## src/rtl/uart_rx_param.sv

```systemverilog
// uart_rx_param: parametrised UART receiver with false-start rejection,
// parity/framing/break/overrun detection and a one-entry valid/ready
// holding register in front of the packet parser.
module uart_rx_param #(
  parameter int DATA_BITS    = 8,
  parameter int CLKS_PER_BIT = 104,
  parameter int PARITY       = 0,
  parameter int STOP_BITS    = 1,
  parameter int SYNC_STAGES  = 2
) (
  input  logic                 clk_i,
  input  logic                 rst_i,
  input  logic                 rx_i,
  output logic [DATA_BITS-1:0] data_o,
  output logic                 valid_o,
  input  logic                 ready_i,
  output logic                 parity_err_o,
  output logic                 framing_err_o,
  output logic                 break_o,
  output logic                 overrun_o,
  output logic                 busy_o
);

  localparam int CW = $clog2(CLKS_PER_BIT);
  localparam int BW = $clog2(DATA_BITS + 1);
  localparam int FW = $clog2(SYNC_STAGES + 1);

  localparam logic [CW-1:0] HALF_M1   = CW'(CLKS_PER_BIT / 2 - 1);
  localparam logic [CW-1:0] FULL_M1   = CW'(CLKS_PER_BIT - 1);
  localparam logic [BW-1:0] DATA_LAST = BW'(DATA_BITS - 1);
  localparam logic [BW-1:0] STOP_LAST = BW'(STOP_BITS - 1);
  localparam logic [FW-1:0] FLUSHED   = FW'(SYNC_STAGES);

  typedef enum logic [2:0] {
    S_IDLE,
    S_START,
    S_DATA,
    S_PARITY,
    S_STOP,
    S_DONE,
    S_WAIT_HIGH
  } state_t;

  // Synchroniser and start-edge qualification
  logic [SYNC_STAGES-1:0] sync_q;
  logic [FW-1:0]          flush_q, flush_d;
  logic                   prev_q, prev_d;
  logic                   rx_s;
  logic                   flushed;
  logic                   fall;

  // Frame assembly
  state_t                 state_q, state_d;
  logic [CW-1:0]          cnt_q, cnt_d;
  logic [BW-1:0]          bit_q, bit_d;
  logic [DATA_BITS-1:0]   shift_q, shift_d;
  logic                   par_bit_q, par_bit_d;
  logic                   zero_q, zero_d;
  logic                   frm_seen_q, frm_seen_d;
  logic                   pending_q, pending_d;
  logic                   tick;
  logic                   par_ones;
  logic                   par_bad;

  // Output side
  logic [DATA_BITS-1:0]   data_q, data_d;
  logic                   valid_q, valid_d;
  logic                   par_err_q, par_err_d;
  logic                   frm_err_q, frm_err_d;
  logic                   brk_q, brk_d;
  logic                   ovr_q, ovr_d;

  assign rx_s    = sync_q[SYNC_STAGES-1];
  assign flushed = (flush_q == FLUSHED);
  assign fall    = prev_q & ~rx_s;

  // Mid-bit sample strobe: half a bit after the start edge, then every full bit.
  assign tick = (state_q == S_START) ? (cnt_q == HALF_M1) : (cnt_q == FULL_M1);

  // Count of ones over data plus parity bit; odd mode wants it odd, even mode even.
  assign par_ones = ^{shift_q, par_bit_q};
  assign par_bad  = (PARITY == 1) ? ~par_ones :
                    (PARITY == 2) ?  par_ones : 1'b0;

  assign data_o        = data_q;
  assign valid_o       = valid_q;
  assign parity_err_o  = par_err_q;
  assign framing_err_o = frm_err_q;
  assign break_o       = brk_q;
  assign overrun_o     = ovr_q;
  assign busy_o        = (state_q != S_IDLE);

  // Edge history only tracks the line once the synchroniser holds real samples,
  // so a line already low when reset releases never looks like a start edge.
  always_comb begin
    flush_d = flushed ? flush_q : flush_q + 1'b1;
    prev_d  = flushed ? rx_s : 1'b0;
  end

  // Synchroniser chain, edge history and flush counter.
  always_ff @(posedge clk_i or posedge rst_i) begin
    if (rst_i) begin
      sync_q  <= '1;
      flush_q <= '0;
      prev_q  <= 1'b0;
    end else begin
      sync_q  <= {sync_q[SYNC_STAGES-2:0], rx_i};
      flush_q <= flush_d;
      prev_q  <= prev_d;
    end
  end

  // Next-state logic: frame sequencing, outcome resolution and handshake.
  always_comb begin
    state_d    = state_q;
    cnt_d      = '0;
    bit_d      = bit_q;
    shift_d    = shift_q;
    par_bit_d  = par_bit_q;
    zero_d     = zero_q;
    frm_seen_d = frm_seen_q;
    pending_d  = 1'b0;
    data_d     = data_q;
    valid_d    = valid_q & ~ready_i;
    par_err_d  = 1'b0;
    frm_err_d  = 1'b0;
    brk_d      = 1'b0;
    ovr_d      = 1'b0;

    if (state_q == S_START || state_q == S_DATA ||
        state_q == S_PARITY || state_q == S_STOP) begin
      cnt_d = tick ? '0 : cnt_q + 1'b1;
    end

    case (state_q)
      S_IDLE: begin
        // An edge seen while DONE was resolving is honoured one cycle late.
        if (fall || pending_q) begin
          state_d    = S_START;
          bit_d      = '0;
          zero_d     = 1'b1;
          frm_seen_d = 1'b0;
          par_bit_d  = 1'b0;
        end
      end

      S_START: begin
        if (tick) begin
          state_d = rx_s ? S_IDLE : S_DATA;
        end
      end

      S_DATA: begin
        if (tick) begin
          shift_d = {rx_s, shift_q[DATA_BITS-1:1]};
          if (rx_s) zero_d = 1'b0;
          if (bit_q == DATA_LAST) begin
            bit_d   = '0;
            state_d = (PARITY != 0) ? S_PARITY : S_STOP;
          end else begin
            bit_d = bit_q + 1'b1;
          end
        end
      end

      S_PARITY: begin
        if (tick) begin
          par_bit_d = rx_s;
          if (rx_s) zero_d = 1'b0;
          bit_d   = '0;
          state_d = S_STOP;
        end
      end

      S_STOP: begin
        if (tick) begin
          if (rx_s) zero_d = 1'b0;
          else      frm_seen_d = 1'b1;
          if (bit_q == STOP_LAST) begin
            state_d = S_DONE;
          end else begin
            bit_d = bit_q + 1'b1;
          end
        end
      end

      S_DONE: begin
        pending_d = fall;
        state_d   = S_IDLE;
        if (zero_q) begin
          brk_d   = 1'b1;
          state_d = S_WAIT_HIGH;
        end else if (frm_seen_q) begin
          frm_err_d = 1'b1;
          par_err_d = par_bad;
        end else if (par_bad) begin
          par_err_d = 1'b1;
        end else if (!valid_q || ready_i) begin
          data_d  = shift_q;
          valid_d = 1'b1;
        end else begin
          ovr_d = 1'b1;
        end
      end

      S_WAIT_HIGH: begin
        if (rx_s) state_d = S_IDLE;
      end

      default: state_d = S_IDLE;
    endcase
  end

  // State, frame and output registers.
  always_ff @(posedge clk_i or posedge rst_i) begin
    if (rst_i) begin
      state_q    <= S_IDLE;
      cnt_q      <= '0;
      bit_q      <= '0;
      shift_q    <= '0;
      par_bit_q  <= 1'b0;
      zero_q     <= 1'b0;
      frm_seen_q <= 1'b0;
      pending_q  <= 1'b0;
      data_q     <= '0;
      valid_q    <= 1'b0;
      par_err_q  <= 1'b0;
      frm_err_q  <= 1'b0;
      brk_q      <= 1'b0;
      ovr_q      <= 1'b0;
    end else begin
      state_q    <= state_d;
      cnt_q      <= cnt_d;
      bit_q      <= bit_d;
      shift_q    <= shift_d;
      par_bit_q  <= par_bit_d;
      zero_q     <= zero_d;
      frm_seen_q <= frm_seen_d;
      pending_q  <= pending_d;
      data_q     <= data_d;
      valid_q    <= valid_d;
      par_err_q  <= par_err_d;
      frm_err_q  <= frm_err_d;
      brk_q      <= brk_d;
      ovr_q      <= ovr_d;
    end
  end

endmodule

```

## config.mk

```make
export PLATFORM = sky130hd
export DESIGN_NAME = uart_rx_param
export DESIGN_NICKNAME = d
export VERILOG_FILES = /design/src/rtl/uart_rx_param.sv
export SDC_FILE = /design/constraint.sdc
export NUM_CORES = 1
export LEC_CHECK = 0
export ABC_AREA = 1
export CAP_MARGIN = 20
export CORE_MARGIN = 2
export CORE_UTILIZATION = 56
export CTS_CLUSTER_DIAMETER = 120
export DETAILED_ROUTE_END_ITERATION = 10
export PLACE_DENSITY = 0.85
export SLEW_MARGIN = 5
export SYNTH_ARGS = -nofsm -noshare
export SYNTH_HDL_FRONTEND = slang
export SYNTH_SLANG_ARGS = --single-unit
```

## constraint.sdc

```tcl
create_clock -name clk_i -period 2 [get_ports clk_i]
set_clock_uncertainty 0.1 [all_clocks]
set_input_delay 0.4 -clock clk_i [delete_from_list [all_inputs] [get_ports clk_i]]
set_output_delay 0.4 -clock clk_i [all_outputs]
set_load 0.02 [all_outputs]
```

# Yosys cells after proc, flatten, opt, wreduce, memory -nomap -nowiden
# Cells that the tools add are included.
dict set report word_totals {
  reg_bits 42
  elab_cells 109
  output_inout_bits 14
}
dict set report classes {
  muxes 44
  bitwise_logic 6
  eq_ne 22
  add_sub_neg 3
  reduce_logical 19
}
# operator n
set op_table {}
lappend op_table {{3-bit 2-to-1 mux} 9}
lappend op_table {{4-bit 2-to-1 mux} 6}
lappend op_table {{1-bit 2-to-1 mux} 22}
lappend op_table {{3-bit one-hot mux with 7 select lines} 1}
lappend op_table {{2-bit inequality test (second input constant)} 8}
lappend op_table {{4-bit one-hot mux with 4 select lines} 1}
lappend op_table {{7-bit 2-to-1 mux} 2}
lappend op_table {{4-bit AND reduction} 3}
lappend op_table {{3-bit equality test (second input constant)} 3}
lappend op_table {{2-bit by 1-bit inequality test with 1-bit output (second input constant)} 4}
lappend op_table {{8-bit AND reduction} 1}
lappend op_table {{7-bit by 1-bit adder with 7-bit output (second input constant)} 1}
lappend op_table {{7-bit by 6-bit equality test with 1-bit output (second input constant)} 1}
lappend op_table {{7-bit equality test (second input constant)} 1}
lappend op_table {{3-bit by 2-bit equality test with 1-bit output (second input constant)} 2}
lappend op_table {{6-bit AND reduction} 1}
lappend op_table {{1-bit logical OR} 5}
lappend op_table {{4-bit by 1-bit adder with 4-bit output (second input constant)} 1}
lappend op_table {{4-bit by 3-bit equality test with 1-bit output (second input constant)} 1}
lappend op_table {{4-bit zero test} 1}
lappend op_table {{1-bit NOT} 4}
lappend op_table {{1-bit one-hot mux with 2 select lines} 2}
lappend op_table {{2-bit nonzero test} 2}
lappend op_table {{4-bit nonzero test} 1}
lappend op_table {{10 further kinds} 11}

# Depth between registers and ports, before layout
# Gate-level depths: netlist (run 1).
dict set report logic_depth {
  word_depth 6
  mapped_depth 9
  mapped_depth_nobuf 9
}

# Worst setup path after synthesis (run 1)
# OpenSTA, ideal clock, no wires.
dict set report synth_path {
  kind {register to register}
  startpoint {register state_q[2]}
  endpoint {register shift_q[4]}
  synth_period_minus_slack_ns 1.540
  arrival_time_ns 1.319
  stages_incl_launch_ff 8
  path_buffers 1
  setup_slack_ns 0.460
  cell_sequence {dfrtp_1 inv_4 nand2_2 nor2_1 nand4_2 buf_2 nand2_1 o21ai_1}
}
dict set report synth_between {
  elab_chain_len 3
  word_cells_on_any_way 4
}
# item line_no
set synth_lines {}
lappend synth_lines {{start: declaration} 53} ;# state_t state_q, state_d;
lappend synth_lines {{start signal: assignment} 232} ;# state_q <= state_d;
lappend synth_lines {{3-bit by 1-bit equality test with 1-bit output} 78} ;# assign tick = (state_q == S_START) ? (cnt_q == HALF_M1) : (cnt_q == FULL_M1);
lappend synth_lines {{1-bit 2-to-1 mux} 78}
lappend synth_lines {{2-bit AND reduction (no source line) *} -}
lappend synth_lines {{end signal: assignment} 235} ;# shift_q <= shift_d;
lappend synth_lines {{end: declaration} 56} ;# logic [DATA_BITS-1:0] shift_q, shift_d;
# Mark *: on every way between the ends. The rest lies on a longest branch, timed or not.
# A chain may end at the register's enable or synchronous reset.

# Worst setup path in the final report (run 1)
dict set report layout_path {
  startpoint {register state_q[0]}
  endpoint {output busy_o}
}
dict set report layout_between {
  elab_chain_len 1
}
# item line_no
set layout_lines {}
lappend layout_lines {{3-bit nonzero test} 91} ;# assign busy_o = (state_q != S_IDLE);
lappend layout_lines {{end: declaration} 21} ;# output logic busy_o
# No other way between the ends.

==> impl_results.rst, run 1 <==
.. list-table::
   :header-rows: 1

   * - Metric
     - Value
   * - Via total after detailed routing
     - ~1500
   * - Pin count of the biggest net entering global routing
     - 43
   * - Data required, critical path
     - approximately 1500 ps
   * - Async set-or-reset flop fraction in the synthesized netlist
     - between 90% and 100%
   * - Detailed-router iteration count before antenna repair
     - 4
   * - CP startpoint kind
     - flip-flop
   * - NumNets Final
     - between 200 and 250
   * - Crit path buffers/inverters
     - 1
   * - IR drop worst, VDD
     - 682 uV
   * - Remaining design rule violation count
     - 0
   * - Nets in the synthesized netlist
     - 224
   * - Worst path top cell family by delay
     - flip-flops
   * - Average via count per standard cell
     - a little over 5
   * - Fraction of the cycle the final worst path needs
     - a little over nine tenths
   * - Avg WL per Cell
     - around 12 um
   * - Crit-path max cell delay
     - around 470 ps
   * - Post-detailed-routing wire length
     - 3.49 mm
   * - Hold-fix buffers at CTS
     - 0
   * - Number of buffers added on ports
     - 16
   * - Number of hold-slack violations in the final timing report
     - 0
   * - Synthesized flop and latch total
     - 42
   * - Standard cell core area
     - 0.00336 sq mm
   * - Diode count
     - 0
   * - Max H-tree Level
     - 2
   * - Kind of critical path
     - flip-flop to output pin
   * - Count of cells resized by post-cts repair
     - 2
   * - Number of routed nets with antenna violations
     - 0
   * - Flop-to-flop setup slack
     - 190 ps
   * - Number of global-route vias before repair
     - ~1400
   * - Share of the core filled with cells
     - between 60 and 70%
   * - Die Span X
     - approximately 64 um
   * - TritonCTS sink count
     - 42
   * - Number of max-cap violations
     - 0
   * - Setup TNS
     - 0 ps
   * - Initial detailed-routing violation count
     - 52
   * - Max Freq
     - 518 MHz
   * - Number of cells on the worst hold path
     - 0
   * - Number of CTS-inserted buffers
     - 5
   * - Arrival time of the worst setup path
     - roughly 1400 ps
   * - Setup violations, final
     - 0
   * - Endpoint of the worst-slack reg-to-reg timing path
     - shift_q[2]
   * - Fillers
     - 277
   * - Total gr overflow
     - 0
   * - Root Driver
     - sky130_fd_sc_hd__clkbuf_4
   * - Total power per unit cell area
     - 1080 mW/mm^2
   * - Routability cong.
     - roughly 0.84
   * - Cell type of the slowest stage on the worst timing path
     - sky130_fd_sc_hd__dfrtp_1
   * - Worst Hold End
     - sync_q[1]
   * - Area of the multi-input gates
     - 790 sq um
   * - Unrepaired setup endpoints after global routing
     - false
   * - Number of antenna violations at the first check in global routing
     - 0
   * - Clock latency at the later pin of the worst-skew pair
     - between 300 and 400 ps
   * - Start point of the worst hold path
     - sync_q[0]
   * - DPL Wire Length
     - about 2.6 mm
   * - Final-report max-slew violation count
     - 0
   * - Critical Path Fanout Max
     - 6
   * - EDFF count, synth
     - 0
   * - Clock tree from TritonCTS
     - done
   * - Status
     - finished, final reports clean
   * - Count of unique library cells instantiated by Yosys
     - 38
   * - Worst-case clock buffer depth
     - 2
   * - Sequential cell area
     - between 0.001 and 0.0015 sq mm
   * - Die height
     - 63.6 um
   * - Synth warnings
     - 0
   * - Area growth from synthesis to layout
     - 15.0%
   * - Leading register cell type out of synthesis
     - sky130_fd_sc_hd__dfrtp_1
   * - Top Ports
     - 18
   * - Mean post-synth cell area
     - between 9 and 10 sq um
   * - R2R depth
     - 6
   * - Postcts setup bufs
     - 0
   * - HP Class
     - flip-flop to flip-flop
   * - Gate Count Post-Synth
     - 216
   * - Area of the die
     - approximately 0.004 sq mm
   * - Total GRT Usage
     - about a fifth
   * - Proportion of synthesized chip area in sequential cells
     - 53.0%
   * - Global-route wire length before repair
     - just over 6 mm
   * - Cell Rows
     - 21
   * - Crit end category
     - output pin
   * - Worst-path cell chain
     - nor2_2 -> nand2_1 -> dlygate4sd2_1
   * - Clock-pin slew reported for the worst setup and hold paths after clock tree synthesis
     - about 110 ps
   * - Launch point of the worst reg-to-reg path
     - state_q[2]
   * - Standby leakage power
     - 1.10 nW
   * - Synthesized area
     - between 0.0015 and 0.002 sq mm
   * - Initial standard-cell utilization of the core
     - just under 60%
   * - Time the worst path needs with I/O delays and setup
     - between 1500 and 2000 ps
   * - Layout cells sized above 1
     - roughly 14%
==> final cells by class <==
cell class                      count  area share (%)
Sequential cell                    42            46.1
Multi-Input combinational cell    141            34.6
Timing Repair Buffer               19            8.49
Inverter                           29            4.87
Tap cell                           46            2.52
Clock buffer                        6            1.81
Clock inverter                      2            1.64
==> flip-flops by register name, summed over array words and instances, names as in the netlist <==
| signal | flops |
|---|---|
| prev_q | 1 |
| state_q | 3 |
| pending_q | 1 |
| sync_q | 2 |
| cnt_q | 7 |
| frm_seen_q | 1 |
| data_o | 8 |
| zero_q | 1 |
| valid_o | 1 |
| flush_q | 2 |
| bit_q | 4 |
| shift_q | 8 |
| break_o | 1 |
| overrun_o | 1 |
| framing_err_o | 1 |
==> worst reg2reg max path: stages, from the launching register on <==
cell	delay (ps)
sky130_fd_sc_hd__dfrtp_1	470
sky130_fd_sc_hd__inv_4	150
sky130_fd_sc_hd__nand2_2	100
sky130_fd_sc_hd__nor2_1	260
sky130_fd_sc_hd__nand4_2	400
sky130_fd_sc_hd__nand2_1	150
sky130_fd_sc_hd__o21ai_1	70
==> through the flow <==
stage	setup slack (ps)	instances	total power [W]	cell area, sq um	hold slack (ps)
2_1_floorplan	460	216	0.00171	1990	245
3_3_place_gp	221	277	0.00192	2200	246
3_5_place_dp	192	277	0.00195	2200	247
4_1_cts	62.6	285	0.00248	2280	265
5_1_grt	18.8	285	0.00263	2280	274
6_report	71.3	285	0.00247	2280	264
==> cell usage in the layout (no fill, tap or decap), types with 2 or more instances in the layout <==
cell type	count
sky130_fd_sc_hd__ha_1	4
sky130_fd_sc_hd__inv_1	26
sky130_fd_sc_hd__o21ai_1	18
sky130_fd_sc_hd__nor2_1	18
sky130_fd_sc_hd__nand2_2	5
sky130_fd_sc_hd__nand3_1	13
sky130_fd_sc_hd__clkdlybuf4s50_1	15
sky130_fd_sc_hd__xor2_1	4
sky130_fd_sc_hd__nor3_1	3
sky130_fd_sc_hd__clkbuf_4	5
sky130_fd_sc_hd__dfrtp_1	40
sky130_fd_sc_hd__o21ai_0	2
sky130_fd_sc_hd__dfstp_2	2
sky130_fd_sc_hd__inv_2	2
sky130_fd_sc_hd__nand4_2	2
sky130_fd_sc_hd__a21oi_4	2
sky130_fd_sc_hd__a21oi_1	3
sky130_fd_sc_hd__nand2_1	47
sky130_fd_sc_hd__buf_4	2
sky130_fd_sc_hd__nor2_4	2
==> report_power, final <==
part	switching [W]	internal, W	leakage [nW]
clock	0.000273	0.000264	0.0385
combinational	0.000581	0.000312	0.521
sequential	0.0000921	0.000947	0.544
==> logic make-up (layout without fill, tap and decap cells) <==
group / count (synthesis) / after routing / synth area share, %
simple gates: 102 / 102 / 25.5
fa+ha+maj: 4 / 4 / 2.52
other cells: 1 / 1 / 0.189
mux: 1 / 1 / 0.755
compound gates: 28 / 28 / 8.44
buf+inv: 33 / 56 / 7.37
flops: 42 / 42 / 53.0
xor+xnor: 5 / 5 / 2.20
==> routing by layer <==
| metal | track usage, % | vias up | share of wire (%) |
|---|---|---|---|
| li1 | - | 734 | - |
| met1 | 25.5 | 694 | 45 |
| met2 | 32.4 | 36 | 47 |
| met3 | 4.64 | 10 | 4.8 |
| met4 | 8.97 | 0 | 2.3 |
| met5 | 0 | - | 0 |
==> how the worst max path moves through the flow <==
stage | from | end | depth (start not counted)
2_1_floorplan | state_q[2] | shift_q[4] | 7
3_3_place_gp | state_q[0] | busy_o | 3
3_5_place_dp | state_q[0] | busy_o | 3
4_1_cts | state_q[0] | busy_o | 3
5_1_grt | state_q[0] | busy_o | 3
6_report | state_q[0] | busy_o | 3
==> cell usage after synthesis, types with 2 or more instances <==
master | n | area (sq um)
sky130_fd_sc_hd__nand2_1 | 47 | 176
sky130_fd_sc_hd__dfrtp_1 | 40 | 1000
sky130_fd_sc_hd__inv_1 | 26 | 97.6
sky130_fd_sc_hd__nor2_1 | 19 | 71.3
sky130_fd_sc_hd__o21ai_1 | 18 | 90.1
sky130_fd_sc_hd__nand3_1 | 13 | 65.1
sky130_fd_sc_hd__nand2_2 | 5 | 31.3
sky130_fd_sc_hd__ha_1 | 4 | 50.1
sky130_fd_sc_hd__xor2_1 | 4 | 35.0
sky130_fd_sc_hd__a21oi_1 | 3 | 15.0
sky130_fd_sc_hd__nor3_1 | 3 | 15.0
sky130_fd_sc_hd__a21oi_4 | 2 | 32.5
sky130_fd_sc_hd__buf_6 | 2 | 22.5
sky130_fd_sc_hd__dfstp_2 | 2 | 52.6
sky130_fd_sc_hd__inv_2 | 2 | 7.51
sky130_fd_sc_hd__nand4_2 | 2 | 25.0
sky130_fd_sc_hd__nor2_4 | 2 | 22.5
sky130_fd_sc_hd__o21ai_0 | 2 | 10.0
Note: power is estimated with default switching activity, not from simulation.
==> run 2, diff against run 1 <==
Settings changed: CORE_UTILIZATION 56 to 30, PLACE_DENSITY 0.85 to 0.54.
==> run 2 against run 1 <==
Effect of this change: cell count grew 11%; via count shrank 3.2%; sequential cell count is the same; wire length shrank 1.5%; register-to-register slack gained 70 ps; hold slack lost 6.0 ps; clock-buffer cell count is the same; combinational power is essentially flat; die area grew 80%; critical path depth is the same; largest cell class unchanged.
==> impl_results.rst, run 2 (same netlist as run 1, synthesis figures left out) <==
.. list-table::
   :header-rows: 1

   * - Metric
     - Value
   * - Status
     - finished, final reports clean
   * - Unrepaired setup endpoints after global routing
     - false
   * - Average via count per standard cell
     - 4.50
   * - Flop-to-flop setup slack
     - 260 ps
   * - Final std cell area, no fill
     - around 0.0023 sq mm
   * - R2R depth
     - 9
   * - Final instance count without filler cells
     - 317
   * - HP Class
     - flip-flop to flip-flop
   * - Placed inst area
     - roughly 0.0023 sq mm
   * - CP startpoint kind
     - flip-flop
   * - Number of cells on the worst hold path
     - 0
   * - Number of buffers added on ports
     - 16
   * - Number of antenna violations at the first check in global routing
     - 0
   * - Arrival time of the worst setup path
     - 1350 ps
   * - Final-report max-slew violation count
     - 0
   * - Setup TNS
     - 0 ps
   * - Cell Rows
     - 29
   * - Detailed-router iteration count before antenna repair
     - 4
   * - Number of hold-slack violations in the final timing report
     - 0
   * - Fraction of the cycle the final worst path needs
     - 92.4%
   * - Final-layout worst hold slack
     - between 200 and 300 ps
   * - Worst Hold End
     - sync_q[1]
   * - Crit-path max cell delay
     - approximately 460 ps
   * - Via total after detailed routing
     - 1427
   * - Cell type of the slowest stage on the worst timing path
     - sky130_fd_sc_hd__dfrtp_1
   * - Diode count
     - 0
   * - Clock latency at the later pin of the worst-skew pair
     - between 200 and 300 ps
   * - Crit end category
     - output pin
   * - Most common library cell in the layout ignoring fill and taps
     - sky130_fd_sc_hd__nand2_1
   * - Number of routed nets with antenna violations
     - 0
   * - TritonCTS sink count
     - 42
   * - Number of global-route vias before repair
     - approximately 1400
   * - Clock tree from TritonCTS
     - done
   * - Time the worst path needs with I/O delays and setup
     - 1850 ps
   * - Pin count of the biggest net entering global routing
     - 43
   * - Setup violations, final
     - 0
   * - DPL Wire Length
     - approximately 2.5 mm
   * - Routability cong.
     - about 0.83
   * - Number of CTS-inserted buffers
     - 5
   * - Data required, critical path
     - 1500 ps
   * - Start point of the worst hold path
     - sync_q[0]
   * - Worst-path cell chain
     - nor2_2 -> nand2_1 -> dlygate4sd2_1
   * - Layout cells sized above 1
     - around 15%
   * - Root Driver
     - sky130_fd_sc_hd__clkbuf_8
   * - Leading cell types in the layout, fill and taps excluded
     - sky130_fd_sc_hd__nand2_1 (47), sky130_fd_sc_hd__dfrtp_1 (39), sky130_fd_sc_hd__inv_1 (26), sky130_fd_sc_hd__nor2_1 (18), sky130_fd_sc_hd__o21ai_1 (18)
   * - Number of max-cap violations
     - 0
   * - Area of the die
     - 0.00729 sq mm
   * - Remaining design rule violation count
     - 0
   * - Die Span X
     - roughly 85 um
   * - Critical Path Fanout Max
     - 6
   * - Kind of critical path
     - flip-flop to output pin
   * - Avg WL per Cell
     - roughly 11 um
   * - Max H-tree Level
     - 2
   * - Total GRT Usage
     - 10.7%
   * - Standby leakage power
     - 1.11 nW
   * - Initial standard-cell utilization of the core
     - a little under a third
   * - PnR Total Power
     - around 0.0025 W
   * - Endpoint of the worst-slack reg-to-reg timing path
     - bit_q[0]
   * - Worst-case clock buffer depth
     - 2
   * - Total power per unit cell area
     - 1050 mW/mm^2
   * - Clock-pin slew reported for the worst setup and hold paths after clock tree synthesis
     - about 70 ps
   * - Standard cell core area
     - about 0.0064 sq mm
   * - Area growth from synthesis to layout
     - 17.6%
   * - Die height
     - around 85 um
   * - NumNets Final
     - between 200 and 250
   * - Launch point of the worst reg-to-reg path
     - state_q[1]
   * - Post-detailed-routing wire length
     - 3.43 mm
   * - Max Freq
     - around 540 MHz
   * - Top Ports
     - 18
   * - Global-route wire length before repair
     - between 6 and 7 mm
   * - Initial detailed-routing violation count
     - 72
   * - Placed cell count
     - about 300
   * - Total gr overflow
     - 0
   * - IR drop worst, VDD
     - between 600 and 700 uV
==> run 2: changes by cell type in the layout (fill, tap and decap cells not counted) <==
cell	previous run	this run
sky130_fd_sc_hd__clkbuf_4	5	0
sky130_fd_sc_hd__clkbuf_8	0	5
sky130_fd_sc_hd__clkinv_2	0	2
sky130_fd_sc_hd__buf_4	2	3
sky130_fd_sc_hd__bufinv_16	1	0
sky130_fd_sc_hd__clkinvlp_4	1	0
sky130_fd_sc_hd__dfrtp_1	40	39
sky130_fd_sc_hd__dfrtp_2	0	1
==> run 2: worst max-delay path by stage <==
stage                     from          to  slack [ps]  depth (start not counted)
floorplan           state_q[2]  shift_q[4]         460                          7
global placement    state_q[0]      busy_o         190                          3
detailed placement  state_q[0]      busy_o         180                          3
CTS                 state_q[0]      busy_o         140                          3
global route        state_q[0]      busy_o          60                          3
finish              state_q[0]      busy_o         150                          3
==> run 2: what timing repair did <==
action	CTS	global route
resized for setup	3	0
hold buffers	0	0
endpoints found under the setup margin	1	0
setup buffers	0	0
==> run 2: metrics by stage <==
| stage | util, % | setup WS, ps |
|---|---|---|
| after floorplan | - | 460 |
| after global placement | 35.2 | 192 |
| after detailed placement | 35.2 | 182 |
| after CTS | 36.6 | 144 |
| after global routing | 36.6 | 62.5 |
| final | 36.6 | 151 |
==> run 2: cell type report <==
class / count / area (sq um)
clock inverters: 2 / 10.0
fillers: 656 / 4050
inverters: 29 / 111
flip-flops and latches: 42 / 1050
multi-input cells: 141 / 790
repair buffers: 20 / 201
clock buffers: 6 / 72.6
well taps: 77 / 96.3
==> run 2: critical path, delay by kind of cell, from the launching register on <==
kind	cells	cell delay, ps
buf+inv	1	330
flops	1	460
simple gates	2	270
==> run 2: report_power, final <==
| part | total, W | internal [W] | leakage (nW) | switching [W] |
|---|---|---|---|---|
| clock network | 0.000521 | 0.000242 | 0.0450 | 0.000279 |
| registers | 0.00104 | 0.000949 | 0.543 | 0.0000898 |
| logic | 0.000891 | 0.000318 | 0.526 | 0.000573 |
| total | 0.00245 | 0.00151 | 1.11 | 0.000943 |
==> run 2: routing by layer <==
layer	GRT usage (%)	routed length [um]	share of wire, %
met1	14.5	1780	52
met2	16.3	1470	43
met3	2.72	122	3.6
met4	4.33	68	2.0
met5	0	0	0
==> run 3, diff against run 2 <==
Settings changed: CAP_MARGIN 20 to default, CTS_BUF_LIST from default to sky130_fd_sc_hd__clkbuf_8 sky130_fd_sc_hd__clkbuf_16, PLACE_DENSITY 0.54 to 0.56.
Clock period 2 ns to 1.6 ns, I/O delays scaled along.
==> run 3 against run 2 <==
Effect of this change: the flow now finishes with violations (setup timing); sequential share of layout area shrank 5.7 points; hold slack about the same; sequential power is 23% higher; power is 47% higher; cell count rose by 9.1%; register-to-register slack got worse by 310 ps; critical endpoint is now data_o[0]; highest routed layer unchanged.
==> impl_results.rst, run 3 (same netlist as run 1, synthesis figures left out) <==
.. list-table::
   :header-rows: 1

   * - Metric
     - Value
   * - Hold-fix buffers at CTS
     - 0
   * - Failing checks
     - setup timing
   * - Share of total power in the clock network
     - roughly a fifth
   * - Crit end category
     - flip-flop
   * - Fraction of the cycle the final worst path needs
     - 103%
   * - PnR Total Power
     - between 0.003 and 0.004 W
   * - Root Driver
     - sky130_fd_sc_hd__clkbuf_8
   * - Layout cells sized above 1
     - 29.4%
   * - Number of buffers added on ports
     - 16
   * - Internal Pwr Total
     - 0.00227 W
   * - Detailed-router iteration count before antenna repair
     - 4
   * - Top metal layer carrying routed signals
     - met4
   * - Launch point of the worst reg-to-reg path
     - state_q[1]
   * - Total gr overflow
     - 0
   * - Final-report max-slew violation count
     - 0
   * - Remaining design rule violation count
     - 0
   * - Number of global-route vias before repair
     - ~1500
   * - Fillers
     - around 640
   * - Psw
     - 0.00134 W
   * - Initial standard-cell utilization of the core
     - 31.1%
   * - Area growth from synthesis to layout
     - 34.6%
   * - Power share of the combinational group
     - about 45%
   * - Worst Hold End
     - sync_q[1]
   * - Met2 WL post-DR
     - between 1.5 and 2 mm
   * - Start point of the worst hold path
     - sync_q[0]
   * - NumNets Final
     - 276
   * - Standard cell core area
     - between 0.006 and 0.007 sq mm
   * - Leading cell types in the layout, fill and taps excluded
     - sky130_fd_sc_hd__nand2_1 (47), sky130_fd_sc_hd__dfrtp_1 (38), sky130_fd_sc_hd__buf_4 (26), sky130_fd_sc_hd__inv_1 (25)
   * - Number of hold-slack violations in the final timing report
     - 0
   * - Placed inst area
     - 0.00242 sq mm
   * - R2R depth
     - 6
   * - TritonCTS sink count
     - 42
   * - HP Class
     - flip-flop to flip-flop
   * - Number of routed nets with antenna violations
     - 0
   * - Average via count per standard cell
     - 4.47
   * - Die height
     - between 80 and 90 um
   * - Arrival time of the worst setup path
     - roughly 1700 ps
   * - Pin count of the biggest net entering global routing
     - 43
   * - IR drop worst, VDD
     - around 920 uV
   * - Clock latency at the later pin of the worst-skew pair
     - between 200 and 300 ps
   * - Worst-case clock buffer depth
     - 2
   * - Number of CTS-inserted buffers
     - 5
   * - Max H-tree Level
     - 2
   * - Clock-pin slew reported for the worst setup and hold paths after clock tree synthesis
     - 80 ps
   * - Number of cells on the worst hold path
     - 0
   * - Flop-to-flop setup slack
     - -50 ps
   * - Switching share of power
     - about 37%
   * - Routability cong.
     - approximately 0.8
   * - Unrepaired setup endpoints after global routing
     - true
   * - Number of max-cap violations
     - 0
   * - Cell Rows
     - 29
   * - Avg WL per Cell
     - about 11 um
   * - Top Ports
     - 18
   * - Total power per unit cell area
     - around 1300 mW/mm^2
   * - Register share of total power
     - 35.4%
   * - Max Freq
     - a little over 600 MHz
   * - Diode count
     - 0
   * - Global-route wire length before repair
     - between 6 and 7 mm
   * - Kind of critical path
     - flip-flop to flip-flop
   * - Data required, critical path
     - approximately 1700 ps
   * - Most common library cell in the layout ignoring fill and taps
     - sky130_fd_sc_hd__nand2_1
   * - Die Span X
     - between 80 and 90 um
   * - Status
     - finished with violations
   * - Endpoint of the worst-slack reg-to-reg timing path
     - data_o[0]
   * - Final std cell area, no fill
     - ~0.0027 sq mm
   * - Wl on met1
     - 1.85 mm
   * - Time the worst path needs with I/O delays and setup
     - between 1500 and 2000 ps
   * - DPL Wire Length
     - around 2.6 mm
   * - Clock tree from TritonCTS
     - done
   * - Standby leakage power
     - 1.31 nW
   * - Final critical-path setup slack
     - -45.8 ps
   * - Via total after detailed routing
     - ~1500
   * - Initial detailed-routing violation count
     - 62
   * - Share of the core filled with cells
     - between 40% and 50%
   * - Length of routed met3 wiring
     - between 100 and 150 um
   * - Area of the die
     - about 0.0073 sq mm
   * - Number of antenna violations at the first check in global routing
     - 0
   * - Total GRT Usage
     - around 11%
   * - Critical Path Fanout Max
     - 3
   * - Post-detailed-routing wire length
     - about 3.7 mm
   * - CP startpoint kind
     - flip-flop
   * - Setup violations, final
     - 12
   * - Final-layout worst hold slack
     - 258 ps
## run 3: stage by stage
| step | worst slack [ps] | setup TNS [ps] | cells |
|---|---|---|---|
| 6_report | -45.8 | -139 | 346 |
| 5_1_grt | -135 | -2190 | 346 |
| 4_1_cts | -27.5 | -97.8 | 344 |
| 3_5_place_dp | -22.3 | -131 | 330 |
| 3_3_place_gp | -9.68 | -36.4 | 330 |
| 2_1_floorplan | 60.0 | 0 | 216 |
## run 3: how the worst max path moves through the flow
| stage | endpoint | slack (ps) | start | depth (start not counted) |
|---|---|---|---|---|
| 2_1_floorplan | shift_q[4] | 60 | state_q[2] | 7 |
| 3_3_place_gp | data_o[3] | -10 | ready_i | 6 |
| 3_5_place_dp | data_o[1] | -20 | ready_i | 6 |
| 4_1_cts | bit_q[0] | -30 | state_q[1] | 9 |
| 5_1_grt | bit_q[3] | -130 | state_q[1] | 9 |
| 6_report | data_o[0] | -50 | state_q[1] | 6 |
## run 3: critical path, cell delays in order (launching register included)
cell and delay [ps]:
sky130_fd_sc_hd__dfrtp_2 440, sky130_fd_sc_hd__buf_6 130, sky130_fd_sc_hd__nor2_4 110, sky130_fd_sc_hd__buf_4 130
sky130_fd_sc_hd__nand4_4 80, sky130_fd_sc_hd__or2_4 260, sky130_fd_sc_hd__mux2_4 290
## run 3: cell type report
class / instances / area [sq um] / share of cell area (%)
well taps: 77 / 96.3 / 3.60
flip-flops and latches: 42 / 1060 / 39.5
clock buffers: 6 / 82.6 / 3.09
multi-input cells: 141 / 867 / 32.4
clock inverters: 2 / 12.5 / 0.468
repair buffers: 49 / 445 / 16.7
inverters: 29 / 114 / 4.26
## run 3: timing repair
action,4_1_cts,5_1_grt
setup endpoints to repair,18,31
pin swaps,8,3
setup buffers,6,2
gates cloned,0,1
gates resized for setup,22,20
## run 3: metal layers
layer / global-route usage, % / up-vias
met5: 0 / -
met4: 3.03 / 0
met3: 2.82 / 5
met2: 17.7 / 26
met1: 15.7 / 728
li1: - / 788
## run 3: power groups by stage
stage               Combinational (W)  Clock (W)  Sequential, W
floorplan                    0.000788          0        0.00134
global placement              0.00140          0        0.00129
detailed placement            0.00141          0        0.00129
CTS                           0.00151   0.000731        0.00127
global route                  0.00179   0.000778        0.00130
finish                        0.00163   0.000698        0.00128
